### src/rtl/cnn_seq_pkg.sv
// rtl/cnn_seq_pkg.sv - shared types, config bit map and address increments for the layer sequencer
// Contents: FSM state encoding, LAYER_CONFIG / descriptor bit positions,
//           weight-base increment helpers and the config word builder.
package cnn_seq_pkg;

  typedef enum logic [2:0] {
    ST_IDLE,
    ST_LOAD,
    ST_START,
    ST_WAIT,
    ST_GAP,
    ST_FIN
  } state_t;

  // o_layer_config bit positions; "last" is replicated at bits 1 and 3
  localparam int CFG_FIRST    = 0;
  localparam int CFG_LAST_A   = 1;
  localparam int CFG_CONV     = 2;
  localparam int CFG_LAST_B   = 3;
  localparam int CFG_LIDX_LSB = 4;
  localparam int CFG_BIAS_LSB = 8;
  localparam int CFG_ACT_LSB  = 13;

  // descriptor word: {act[2:0], bias[4:0], conv3x3}
  localparam int DESC_W        = 9;
  localparam int DESC_CONV     = 0;
  localparam int DESC_BIAS_LSB = 1;
  localparam int DESC_ACT_LSB  = 6;

  // weight words consumed by one 3x3 layer: Ti*To*9 taps packed N per line
  function automatic int conv3x3_weight_inc(input int ti, input int to_n, input int n);
    return (ti * to_n * 9) / n;
  endfunction

  function automatic int conv1x1_weight_inc(input int to_n);
    return to_n;
  endfunction

  function automatic logic [31:0] build_cfg(input logic [DESC_W-1:0] desc,
                                            input logic [3:0]        lidx,
                                            input logic              first,
                                            input logic              last);
    logic [31:0] c;
    c                      = '0;
    c[CFG_FIRST]           = first;
    c[CFG_LAST_A]          = last;
    c[CFG_CONV]            = desc[DESC_CONV];
    c[CFG_LAST_B]          = last;
    c[CFG_LIDX_LSB +: 4]   = lidx;
    c[CFG_BIAS_LSB +: 5]   = desc[DESC_BIAS_LSB +: 5];
    c[CFG_ACT_LSB +: 3]    = desc[DESC_ACT_LSB +: 3];
    return c;
  endfunction

endpackage

### src/rtl/cnn_layer_sequencer_if.sv
// rtl/cnn_layer_sequencer_if.sv - sequencer <-> accelerator layer handshake bundle
// Signals: o_base_weight/o_base_param (current layer bases), o_layer_config,
//          o_cfg_valid (config load strobe), o_layer_start, i_layer_done (level from accel).
// Modports: master = sequencer side, slave = accelerator side.
interface cnn_layer_sequencer_if #(
  parameter int W_WADDR = 20,
  parameter int W_PADDR = 12
);
  logic [W_WADDR-1:0] o_base_weight;
  logic [W_PADDR-1:0] o_base_param;
  logic [31:0]        o_layer_config;
  logic               o_cfg_valid;
  logic               o_layer_start;
  logic               i_layer_done;

  modport master (
    output o_base_weight,
    output o_base_param,
    output o_layer_config,
    output o_cfg_valid,
    output o_layer_start,
    input  i_layer_done
  );

  modport slave (
    input  o_base_weight,
    input  o_base_param,
    input  o_layer_config,
    input  o_cfg_valid,
    input  o_layer_start,
    output i_layer_done
  );
endinterface

### src/rtl/cnn_seq_desc_ram.sv
// rtl/cnn_seq_desc_ram.sv - per-layer descriptor register file, 1 write / 1 async read
// Ports: clk, rst (sync, active-high, clears all slots), we/waddr/wdata write port,
//        raddr/rdata combinational read port. Out-of-range slots ignore writes and read 0.
module cnn_seq_desc_ram #(
  parameter int MAX_LAYER = 8,
  parameter int W_LIDX    = 4,
  parameter int W_DESC    = 9
) (
  input  logic              clk,
  input  logic              rst,
  input  logic              we,
  input  logic [W_LIDX-1:0] waddr,
  input  logic [W_DESC-1:0] wdata,
  input  logic [W_LIDX-1:0] raddr,
  output logic [W_DESC-1:0] rdata
);

  logic [W_DESC-1:0] mem [MAX_LAYER];

  always_ff @(posedge clk) begin
    if (rst) begin
      for (int i = 0; i < MAX_LAYER; i++) mem[i] <= '0;
    end else if (we) begin
      for (int i = 0; i < MAX_LAYER; i++) begin
        if (waddr == W_LIDX'(i)) mem[i] <= wdata;
      end
    end
  end

  always_comb begin
    rdata = '0;
    for (int i = 0; i < MAX_LAYER; i++) begin
      if (raddr == W_LIDX'(i)) rdata = mem[i];
    end
  end

endmodule

### src/rtl/cnn_layer_sequencer.sv
// rtl/cnn_layer_sequencer.sv - walks a descriptor table, driving one accelerator layer at a time
// Ports: HCLK, HRESET (sync, active-high); descriptor write port i_desc_*;
//        run control i_num_layers, i_base_weight, i_base_param, i_timeout, i_start, i_abort;
//        acc (master modport) carries bases, config, cfg_valid, layer_start and layer_done;
//        status o_busy, o_cur_layer, o_net_done, o_error.
module cnn_layer_sequencer
  import cnn_seq_pkg::*;
#(
  parameter int MAX_LAYER    = 8,
  parameter int W_LIDX       = 4,
  parameter int Ti           = 16,
  parameter int To           = 16,
  parameter int N            = 16,
  parameter int W_WADDR      = 20,
  parameter int W_PADDR      = 12,
  parameter int START_CYCLES = 4,
  parameter int GAP_CYCLES   = 8,
  parameter int W_TMO        = 24
) (
  input  logic                HCLK,
  input  logic                HRESET,
  input  logic                i_desc_we,
  input  logic [W_LIDX-1:0]   i_desc_idx,
  input  logic [2:0]          i_desc_act_shift,
  input  logic [4:0]          i_desc_bias_shift,
  input  logic                i_desc_conv3x3,
  input  logic [W_LIDX-1:0]   i_num_layers,
  input  logic [W_WADDR-1:0]  i_base_weight,
  input  logic [W_PADDR-1:0]  i_base_param,
  input  logic [W_TMO-1:0]    i_timeout,
  input  logic                i_start,
  input  logic                i_abort,
  cnn_layer_sequencer_if.master acc,
  output logic                o_busy,
  output logic [W_LIDX-1:0]   o_cur_layer,
  output logic                o_net_done,
  output logic                o_error
);

  localparam logic [W_WADDR-1:0] W_INC_3X3  = W_WADDR'(conv3x3_weight_inc(Ti, To, N));
  localparam logic [W_WADDR-1:0] W_INC_1X1  = W_WADDR'(conv1x1_weight_inc(To));
  localparam logic [W_PADDR-1:0] P_INC      = W_PADDR'(To);
  localparam logic [W_TMO-1:0]   START_LAST = W_TMO'(START_CYCLES - 1);
  localparam logic [W_TMO-1:0]   GAP_LAST   = (GAP_CYCLES > 0) ? W_TMO'(GAP_CYCLES - 1) : '0;
  localparam logic [W_LIDX-1:0]  MAX_NUM    = W_LIDX'(MAX_LAYER);
  localparam logic [W_LIDX-1:0]  ONE_L      = W_LIDX'(1);

  state_t               state, state_nxt;
  logic [W_LIDX-1:0]    lidx, lidx_nxt;
  logic [W_LIDX-1:0]    num, num_nxt;
  logic [W_WADDR-1:0]   bw, bw_nxt;
  logic [W_PADDR-1:0]   bp, bp_nxt;
  logic                 err, err_nxt;
  logic [W_TMO-1:0]     cnt;
  logic [31:0]          cfg;
  logic                 done_q, done_qq;
  logic                 done_edge;
  logic [DESC_W-1:0]    desc_rd;
  logic [W_LIDX-1:0]    num_clamp;

  cnn_seq_desc_ram #(
    .MAX_LAYER (MAX_LAYER),
    .W_LIDX    (W_LIDX),
    .W_DESC    (DESC_W)
  ) u_desc (
    .clk   (HCLK),
    .rst   (HRESET),
    .we    (i_desc_we),
    .waddr (i_desc_idx),
    .wdata ({i_desc_act_shift, i_desc_bias_shift, i_desc_conv3x3}),
    .raddr (lidx_nxt),
    .rdata (desc_rd)
  );

  // A done level left high by the previous layer must not count; only a fresh rise does.
  assign done_edge = done_q & ~done_qq;
  assign num_clamp = (i_num_layers > MAX_NUM) ? MAX_NUM : i_num_layers;

  always_ff @(posedge HCLK) begin
    if (HRESET) state <= ST_IDLE;
    else        state <= state_nxt;
  end

  always_comb begin
    state_nxt          = state;
    lidx_nxt           = lidx;
    num_nxt            = num;
    bw_nxt             = bw;
    bp_nxt             = bp;
    err_nxt            = err;
    acc.o_cfg_valid    = 1'b0;
    acc.o_layer_start  = 1'b0;
    o_net_done         = 1'b0;
    o_busy             = 1'b0;

    case (state)
      ST_IDLE: begin
        if (i_start) begin
          err_nxt = 1'b0;
          num_nxt = num_clamp;
          if (num_clamp == '0) begin
            state_nxt = ST_FIN;
          end else begin
            state_nxt = ST_LOAD;
            lidx_nxt  = '0;
            bw_nxt    = i_base_weight;
            bp_nxt    = i_base_param;
          end
        end
      end
      ST_LOAD: begin
        o_busy          = 1'b1;
        acc.o_cfg_valid = 1'b1;
        state_nxt       = ST_START;
      end
      ST_START: begin
        o_busy            = 1'b1;
        acc.o_layer_start = 1'b1;
        if (cnt == START_LAST) state_nxt = ST_WAIT;
      end
      ST_WAIT: begin
        o_busy = 1'b1;
        if (done_edge) begin
          bw_nxt = bw + (cfg[CFG_CONV] ? W_INC_3X3 : W_INC_1X1);
          bp_nxt = bp + P_INC;
          if (lidx == num - ONE_L) begin
            state_nxt = ST_FIN;
          end else begin
            lidx_nxt  = lidx + ONE_L;
            state_nxt = (GAP_CYCLES == 0) ? ST_LOAD : ST_GAP;
          end
        end else if ((i_timeout != '0) && (cnt + W_TMO'(1) == i_timeout)) begin
          err_nxt   = 1'b1;
          state_nxt = ST_IDLE;
        end
      end
      ST_GAP: begin
        o_busy = 1'b1;
        if (cnt == GAP_LAST) state_nxt = ST_LOAD;
      end
      ST_FIN: begin
        o_net_done = 1'b1;
        state_nxt  = ST_IDLE;
      end
      default: state_nxt = ST_IDLE;
    endcase

    // abort wins over a done or timeout seen in the same cycle
    if (i_abort && (state != ST_IDLE)) begin
      state_nxt = ST_IDLE;
      err_nxt   = 1'b1;
      lidx_nxt  = lidx;
      bw_nxt    = bw;
      bp_nxt    = bp;
    end
  end

  always_ff @(posedge HCLK) begin
    if (HRESET) begin
      lidx    <= '0;
      num     <= '0;
      bw      <= '0;
      bp      <= '0;
      err     <= 1'b0;
      cnt     <= '0;
      cfg     <= '0;
      done_q  <= 1'b0;
      done_qq <= 1'b0;
    end else begin
      lidx    <= lidx_nxt;
      num     <= num_nxt;
      bw      <= bw_nxt;
      bp      <= bp_nxt;
      err     <= err_nxt;
      done_q  <= acc.i_layer_done;
      done_qq <= done_q;
      // one counter serves START length, WAIT watchdog and GAP length
      cnt     <= (state_nxt != state) ? '0 : cnt + W_TMO'(1);
      // config is captured on entry to LOAD so it is already stable while o_cfg_valid is high
      if ((state_nxt == ST_LOAD) && (state != ST_LOAD)) begin
        cfg <= build_cfg(desc_rd, 4'(lidx_nxt), lidx_nxt == '0, lidx_nxt == num_nxt - ONE_L);
      end
    end
  end

  assign acc.o_base_weight  = bw;
  assign acc.o_base_param   = bp;
  assign acc.o_layer_config = cfg;
  assign o_cur_layer        = lidx;
  assign o_error            = err;

endmodule
### src/flat_wrapper.sv
// flat-port wrapper written by rule: the top's interface ports become plain ports
module cnn_layer_sequencer_flat import cnn_seq_pkg::*;
#(
  parameter int MAX_LAYER    = 8,
  parameter int W_LIDX       = 4,
  parameter int Ti           = 16,
  parameter int To           = 16,
  parameter int N            = 16,
  parameter int W_WADDR      = 20,
  parameter int W_PADDR      = 12,
  parameter int START_CYCLES = 4,
  parameter int GAP_CYCLES   = 8,
  parameter int W_TMO        = 24
)
  (HCLK, HRESET, i_desc_we, i_desc_idx, i_desc_act_shift, i_desc_bias_shift, i_desc_conv3x3, i_num_layers, i_base_weight, i_base_param, i_timeout, i_start, i_abort, o_busy, o_cur_layer, o_net_done, o_error, acc_o_base_weight, acc_o_base_param, acc_o_layer_config, acc_o_cfg_valid, acc_o_layer_start, acc_i_layer_done);
  cnn_layer_sequencer_if #(.W_WADDR(W_WADDR), .W_PADDR(W_PADDR)) acc_i ();
  input  logic HCLK;
  input  logic HRESET;
  input  logic i_desc_we;
  input  logic [W_LIDX-1:0] i_desc_idx;
  input  logic [2:0] i_desc_act_shift;
  input  logic [4:0] i_desc_bias_shift;
  input  logic i_desc_conv3x3;
  input  logic [W_LIDX-1:0] i_num_layers;
  input  logic [W_WADDR-1:0] i_base_weight;
  input  logic [W_PADDR-1:0] i_base_param;
  input  logic [W_TMO-1:0] i_timeout;
  input  logic i_start;
  input  logic i_abort;
  output logic o_busy;
  output logic [W_LIDX-1:0] o_cur_layer;
  output logic o_net_done;
  output logic o_error;
  output wire logic [$bits(acc_i.o_base_weight)-1:0] acc_o_base_weight;
  output wire logic [$bits(acc_i.o_base_param)-1:0] acc_o_base_param;
  output wire logic [$bits(acc_i.o_layer_config)-1:0] acc_o_layer_config;
  output wire logic [$bits(acc_i.o_cfg_valid)-1:0] acc_o_cfg_valid;
  output wire logic [$bits(acc_i.o_layer_start)-1:0] acc_o_layer_start;
  input wire logic [$bits(acc_i.i_layer_done)-1:0] acc_i_layer_done;
  assign acc_o_base_weight = acc_i.o_base_weight;
  assign acc_o_base_param = acc_i.o_base_param;
  assign acc_o_layer_config = acc_i.o_layer_config;
  assign acc_o_cfg_valid = acc_i.o_cfg_valid;
  assign acc_o_layer_start = acc_i.o_layer_start;
  assign acc_i.i_layer_done = acc_i_layer_done;
  cnn_layer_sequencer #(.MAX_LAYER(MAX_LAYER), .W_LIDX(W_LIDX), .Ti(Ti), .To(To), .N(N), .W_WADDR(W_WADDR), .W_PADDR(W_PADDR), .START_CYCLES(START_CYCLES), .GAP_CYCLES(GAP_CYCLES), .W_TMO(W_TMO)) u_core (.HCLK(HCLK), .HRESET(HRESET), .i_desc_we(i_desc_we), .i_desc_idx(i_desc_idx), .i_desc_act_shift(i_desc_act_shift), .i_desc_bias_shift(i_desc_bias_shift), .i_desc_conv3x3(i_desc_conv3x3), .i_num_layers(i_num_layers), .i_base_weight(i_base_weight), .i_base_param(i_base_param), .i_timeout(i_timeout), .i_start(i_start), .i_abort(i_abort), .acc(acc_i), .o_busy(o_busy), .o_cur_layer(o_cur_layer), .o_net_done(o_net_done), .o_error(o_error));
endmodule
### config.mk
export PLATFORM = sky130hd
export DESIGN_NAME = cnn_layer_sequencer_flat
export DESIGN_NICKNAME = d
export VERILOG_FILES = /design/src/rtl/cnn_seq_pkg.sv /design/src/rtl/cnn_layer_sequencer_if.sv /design/src/rtl/cnn_seq_desc_ram.sv /design/src/rtl/cnn_layer_sequencer.sv /design/src/flat_wrapper.sv
export SDC_FILE = /design/constraint.sdc
export NUM_CORES = 1
export LEC_CHECK = 0
export ABC_AREA = 1
export CAP_MARGIN = 0
export CORE_UTILIZATION = 25
export CTS_CLUSTER_SIZE = 25
export DETAILED_ROUTE_END_ITERATION = 8
export HOLD_SLACK_MARGIN = 0.08
export PLACE_DENSITY = 0.52
export RECOVER_POWER = 100
export SLEW_MARGIN = 20
export SYNTH_ARGS = -nofsm -noshare
export SYNTH_HDL_FRONTEND = slang
export SYNTH_HIERARCHICAL = 1
export SYNTH_SLANG_ARGS = --single-unit
### constraint.sdc
create_clock -name HCLK -period 4 [get_ports HCLK]
set_clock_uncertainty 0.05 [all_clocks]
set_input_delay 0.6 -clock HCLK [delete_from_list [all_inputs] [get_ports HCLK]]
set_output_delay 0.6 -clock HCLK [all_outputs]
set_load 0.02 [all_outputs]
## Yosys cells after proc, flatten, opt, wreduce, memory -nomap -nowiden

Memory sizes are Yosys's and may differ from the RTL's.
Index checks and enable logic that the tools add are counted.

- Reductions and logical operators: 15
- Bitwise operators: 11
- Muxes and demuxes: 86
- Equality and inequality tests: 33
- $lt $le $gt $ge: 1
- Add/subtract/negate cells: 6

Operator list:

| cell | number |
|---|---|
| $mux W9 | 16 |
| $mux W20 | 3 |
| $mux W1 | 43 |
| $pmux W20 S2 | 1 |
| $mux W12 | 3 |
| $eq A4 B3 Y1 const B | 8 |
| $mux W4 | 8 |
| $add A24 B1 Y24 const B | 1 |
| $eq A24 B2 Y1 const B | 1 |
| $eq A24 B24 Y1 | 1 |
| $eq A24 B3 Y1 const B | 1 |
| $pmux W12 S2 | 1 |
| $reduce_bool A24 Y1 | 1 |
| $mux W3 | 7 |
| $add A20 B20 Y20 | 1 |
| $eq A4 B2 Y1 const B | 4 |
| $pmux W3 S5 | 1 |
| $add A12 B5 Y12 const B | 1 |
| $logic_not A4 Y1 | 3 |
| $eq A4 B1 Y1 const B | 2 |
| $eq A4 B4 Y1 | 2 |
| $mux W8 | 1 |
| $or A1 B1 Y1 | 8 |
| $pmux W4 S2 | 1 |
| other kinds (23) | 33 |

- Output and inout port bits: 73
- Input port bits: 79
- Memories kept: 1
- RAM bits: 72
- Logic and storage cells: 163
- Register bits: 86

Memory list:

| name | depth | bits a word | read ports | clocked after memory_dff | wr ports | RTL line | source |
|---|---|---|---|---|---|---|---|
| u_core.u_desc.mem | 8 | 9 | 8 | 0 | 8 | cnn_seq_desc_ram.sv:18 | `logic [W_DESC-1:0] mem [MAX_LAYER];` |

## Longest topological paths before layout

- Depth in word-level cells: 16
- Gate-level depth with buffers: 23

## Hierarchy

The synthesis kept the hierarchy.

Modules (own cells, without submodules):

| module | area each (µm²) | instances | seq. area each (µm²) | cells an instance |
|---|---|---|---|---|
| cnn_layer_sequencer | 5400.2 | 1 | 1701.6 | 835 |
| cnn_seq_desc_ram | 3334.4 | 1 | 2162.1 | 316 |

## Worst setup path before layout

OpenSTA, ideal clock, no wires.

- Path kind: reg2reg
- From: register u_core.state[0]
- To: register u_core.cfg[2] (netlist: u_core/acc.o_layer_config[2])
- Arrival time: 2.633 ns
- Data required time: 3.832 ns
- Period minus slack after synthesis: 2.801 ns
- Buffers on the path: 1
- Setup slack: 1.199 ns
- Library setup time: 0.118 ns
- Stages on the path, launching flop included: 15
- Cells stage by stage: dfxtp_1 -> buf_2 -> nor3_2 -> nand2_1 -> nor2_1 -> nor2_1 -> o21bai_1 -> nand2_1 -> nor2_4 -> nand2_1 -> or2_1 -> nand2_2 -> nand3_2 -> nor3_1 -> nor2_1

- Word-level cells in the longest chain between the ends: 12

Ends and longest elaborated chain:

| what | RTL line | source |
|---|---|---|
| start, declared | cnn_layer_sequencer.sv:48 | `state_t state, state_nxt;` |
| start signal, assigned | cnn_layer_sequencer.sv:81 | `else state <= state_nxt;` |
| $eq A3 B2 Y1, or another cell as far along | cnn_layer_sequencer.sv:96 | `case (state)` |
| $pmux W4 S2 / $logic_and A1 B1 Y1 (equally long branches) | cnn_layer_sequencer.sv:96, cnn_layer_sequencer.sv:149 |  |
| $mux W4 (*) | cnn_layer_sequencer.sv:149 | `if (i_abort && (state != ST_IDLE)) begin` |
| named net u_core.lidx_nxt[1] | cnn_layer_sequencer.sv:49 | `logic [W_LIDX-1:0] lidx, lidx_nxt;` |
| $logic_not A4 Y1 | cnn_seq_desc_ram.sv:33 | `if (raddr == W_LIDX'(i)) rdata = mem[i];` |
| $mux W9 (7 in series) | cnn_seq_desc_ram.sv:33 |  |
| $mux W9 (*) | cnn_seq_desc_ram.sv:33 |  |
| named net u_core.desc_rd[0] | cnn_layer_sequencer.sv:58 | `logic [DESC_W-1:0] desc_rd;` |
| end signal, assigned | cnn_layer_sequencer.sv:181 | `cfg <= build_cfg(desc_rd, 4'(lidx_nxt), lidx_nxt == '0, lidx_nxt == num_nxt - ONE_L);` |
| end, declared | cnn_layer_sequencer.sv:55 | `logic [31:0] cfg;` |

Mark *: on every way through the listed nets, which the timed path passes. The rest lies on a longest branch.
A chain may end at the register's enable or synchronous reset.

## Worst setup path in the final report

- From: input i_num_layers[0]
- To: register u_core.cfg[14] (netlist: u_core/acc.o_layer_config[14])

- Word-level cells in the longest chain between the ends: 16

Ends and longest elaborated chain:

| what | RTL line | source |
|---|---|---|
| start, declared | flat_wrapper.sv:24 | `input logic [W_LIDX-1:0] i_num_layers;` |
| $gt A4 B4 Y1 | cnn_layer_sequencer.sv:77 | `assign num_clamp = (i_num_layers > MAX_NUM) ? MAX_NUM : i_num_layers;` |
| $mux W4 (*) | cnn_layer_sequencer.sv:77 |  |
| $logic_not A4 Y1 (*) | cnn_layer_sequencer.sv:101 | `if (num_clamp == '0) begin` |
| $mux W4 (*) | cnn_layer_sequencer.sv:101 |  |
| $mux W4 (*) | cnn_layer_sequencer.sv:98 | `if (i_start) begin` |
| $pmux W4 S2 (*) | cnn_layer_sequencer.sv:96 |  |
| $mux W4 (*) | cnn_layer_sequencer.sv:149 |  |
| named net u_core.lidx_nxt[0] | cnn_layer_sequencer.sv:49 |  |
| $logic_not A4 Y1 | cnn_seq_desc_ram.sv:33 |  |
| $mux W9 (7 in series) | cnn_seq_desc_ram.sv:33 |  |
| $mux W9 (*) | cnn_seq_desc_ram.sv:33 |  |
| named net u_core.desc_rd[7] | cnn_layer_sequencer.sv:58 |  |

Marked as above.

==> results_dict.tcl <==
set metrics [dict create \
    clkTransAtPathRegs_ns 0.07 \
    clkSinkCount 157 \
    synth.area.top_cells "edfxtp_1, dfxtp_1, nand2_1" \
    power.switching_uw 1280 \
    drt-pass1-iter-count 5 \
    async_flop_share 0 \
    drive_above_1_share 0.0714 \
    gp_congestion 0.842 \
    synthToLayoutAreaGrowth_pct 26.6 \
    switching_share 0.297 \
    post_cts_resized 0 \
    hold_violations 0 \
    slew_violations 37 \
    crit_top_cell "nand2_1" \
    status "complete, but fails checks" \
    die_x_um 189 \
    crit_type "input pin to flop" \
    yosysTopAreaCell "edfxtp_1" \
    grt_setup_unrepaired "no" \
    slowest_stage "dlygate4sd3_1" \
    clk_path_buf_depth 2 \
    cts.hold.buffers_added 0 \
    wire_per_inst_um 14.8 \
    arrival_ns 3.99 \
    syn_area_per_cell_um2 7.59 \
    synth_warnings 6 \
    postCtsSetupRepairBufs 0 \
    syn_area_mm2 0.00873 \
    tns_ns 0 \
    grt_pass1_vias 7605 \
    core_area_mm2 0.0345 \
    synthDistinctLibCells 54 \
    drc 0 \
    min_path_type "flop to flop" \
    layout_commonest_cell "nand2_1" \
    crit_chain "dlygate4sd3_1, nor4_1, nor2_1, nor2_1, nand2_1, nand2_1, inv_1, nor2_4, nand2_1, inv_1, nand2_1, nand4_1, nor3_1, nor2_1" \
    cts_max_level 4 \
    p_per_area_mw_per_mm2 390 \
    cts-root-buf "clkbuf_16" \
    placed_cells 1725 \
    vdd_drop_max_uv 286 \
    synth-seq-cells 157 \
    rows 68 \
    dieArea_mm2 0.0357 \
    tightest_slew_ns 2.02 \
    grt_start_max_net_pins 37 \
    overflow 0 \
    vias_per_cell 4.52 \
    timing.max_cap.violations 1 \
    max_freq_mhz 272 \
    final_cells 1757 \
    final_util 0.321 \
    ant_nets 0 \
    antenna-diode-count 0 \
    leakagePower_uw 0.00446 \
    path_buf_inv 3 \
    detail_route.iter0.violations 393 \
    min_period_over_period 0.918 \
    cts_buffers 17 \
    clk_latency_ns 0.43 \
    grtUsageTotal 0.148 \
    antenna_found_initial 1 \
    yosysSeqAreaShare 0.442 \
    maxSlewHeadroom -0.348 \
    synth_top_area_share 0.248 \
    cp-end-kind "flop" \
    start_util 0.253 \
    dp_hpwl_mm 19.6 \
    critPathMaxFanout 10 \
    path_delay_family "simple AND/OR/NAND/NOR gates" \
    critPathRequiredTime_ns 4.31 \
    slowest_delay_ns 0.56 \
    power.internal_uw 3030 \
    min_period_ns 3.67 \
    seqPwrFrac 0.440 \
    vias 7939 \
    cts_tree "built" \
    setup_viol_count_final 0 \
    die_h_um 189 \
    power.share.clock 0.388 \
    start_kind "input pin" \
    violations "max-capacitance violations, max-slew violations" \
    numPortBuffers 135 \
    mostFrequentLayoutCells "nand2_1, nor2_1, inv_1, nand3_1, dfxtp_1" \
    routed_wl_mm 25.9 \
    nNetsFinal 1375 \
    ys.flop_type "dfxtp_1" \
    grt_pass1_wl_mm 40.6 \
    synth_cells 1151 \
    synth_edf_count 72 \
    p_comb_frac 0.172 \
    pin_count 152 \
]
stage by stage:
step | setup WS (ns) | hold WS, ns | power (uW) | instance area, um2
global placement | 0.254 | 0.370 | 2730 | 10600
floorplan | 1.20 | 0.361 | 2370 | 8790
CTS | 0.500 | 0.386 | 4410 | 11200
detailed placement | 0.153 | 0.375 | 2730 | 10600
global route | 0.0907 | 0.401 | 4510 | 11100
finish | 0.327 | 0.383 | 4310 | 11100
state kept, by name, summed over array words and instances, names as in the netlist:
name                       flops
u_core/acc.o_layer_config     15
u_core/o_cur_layer             4
u_core/done_qq                 1
u_core/acc.o_base_param       12
u_core/u_desc/mem             72
u_core/state                   3
u_core/cnt                    24
u_core/o_error                 1
u_core/num                     4
u_core/done_q                  1
u_core/acc.o_base_weight      20
power groups by stage:
stage / Combinational (uW) / Sequential (uW) / Clock (uW)
6_report: 743 / 1900 / 1670
5_1_grt: 821 / 1910 / 1780
4_1_cts: 797 / 1900 / 1710
3_5_place_dp: 793 / 1940 / 0
3_3_place_gp: 790 / 1940 / 0
2_1_floorplan: 390 / 1980 / 0
Yosys cell counts (3+ instances only):
| library cell | instances |
|---|---|
| nand2_1 | 231 |
| nor2_1 | 217 |
| inv_1 | 119 |
| nand3_1 | 86 |
| dfxtp_1 | 85 |
| edfxtp_1 | 72 |
| o21ai_0 | 59 |
| nand4_1 | 31 |
| a21oi_1 | 24 |
| nor2_2 | 22 |
| nor3_1 | 22 |
| buf_4 | 18 |
| clkbuf_1 | 16 |
| xor2_1 | 14 |
| nand2_2 | 11 |
| nor2_4 | 11 |
| nand3b_1 | 10 |
| a31oi_1 | 9 |
| xnor2_1 | 8 |
| buf_2 | 7 |
| ha_1 | 7 |
| inv_2 | 7 |
| a211oi_1 | 5 |
| o211ai_1 | 5 |
| buf_6 | 4 |
| nand3_2 | 4 |
| nor4_1 | 4 |
| o21ai_1 | 4 |
| or2_2 | 4 |
| a221oi_1 | 3 |
| nand4_2 | 3 |
| xnor3_1 | 3 |
cell type report:
type	count	area, um2
timing repair buffer	151	1450
inverter	130	492
tap	455	569
clock inverter	12	111
multi-input combinational	832	4070
clock buffer	20	500
fill	3683	23400
sequential	157	3860
per-layer routing:
metal / GRT usage / wire [um]
met4: 0.0456 / 361
met1: 0.181 / 11400
met5: 0 / 0
met2: 0.263 / 13100
met3: 0.0265 / 1080
final timing paths:
kind | from | to | slack, ns | cells past startpoint
setup / recovery | i_num_layers[0] | u_core/acc.o_layer_config[14] | 0.33 | 14
hold / removal | u_core/done_q | u_core/done_qq | 0.38 | 2
setup reg to reg | u_core/state[0] | u_core/acc.o_layer_config[9] | 0.49 | 15
hold reg to reg | u_core/done_q | u_core/done_qq | 0.38 | 2
worst reg2reg max path, stage by stage, from the launching register on:
cell and delay [ns]:
dfxtp_1 0.40, nor3_2 0.31, nand2_1 0.21, nor2_1 0.56, nor2_1 0.23, o21bai_1 0.22, nand2_1 0.24, buf_4 0.24
nand2_2 0.13, inv_2 0.09, nand3_1 0.07, nand4_1 0.14, nor2_1 0.15, nand4_1 0.10, nor3_1 0.21, nor2_1 0.07
cell families (layout without fill, tap and decap cells):
logic type / count (synthesis) / count (layout) / synth area share
simple gates: 666 / 666 / 0.351
buf+inv: 177 / 313 / 0.0887
flops: 157 / 157 / 0.442
compound gates: 117 / 117 / 0.0762
xor+xnor: 26 / 26 / 0.0317
fa+ha+maj: 7 / 7 / 0.0100
other cells: 1 / 16 / 0.000429
No activity file was read; power rests on OpenSTA's default activity.
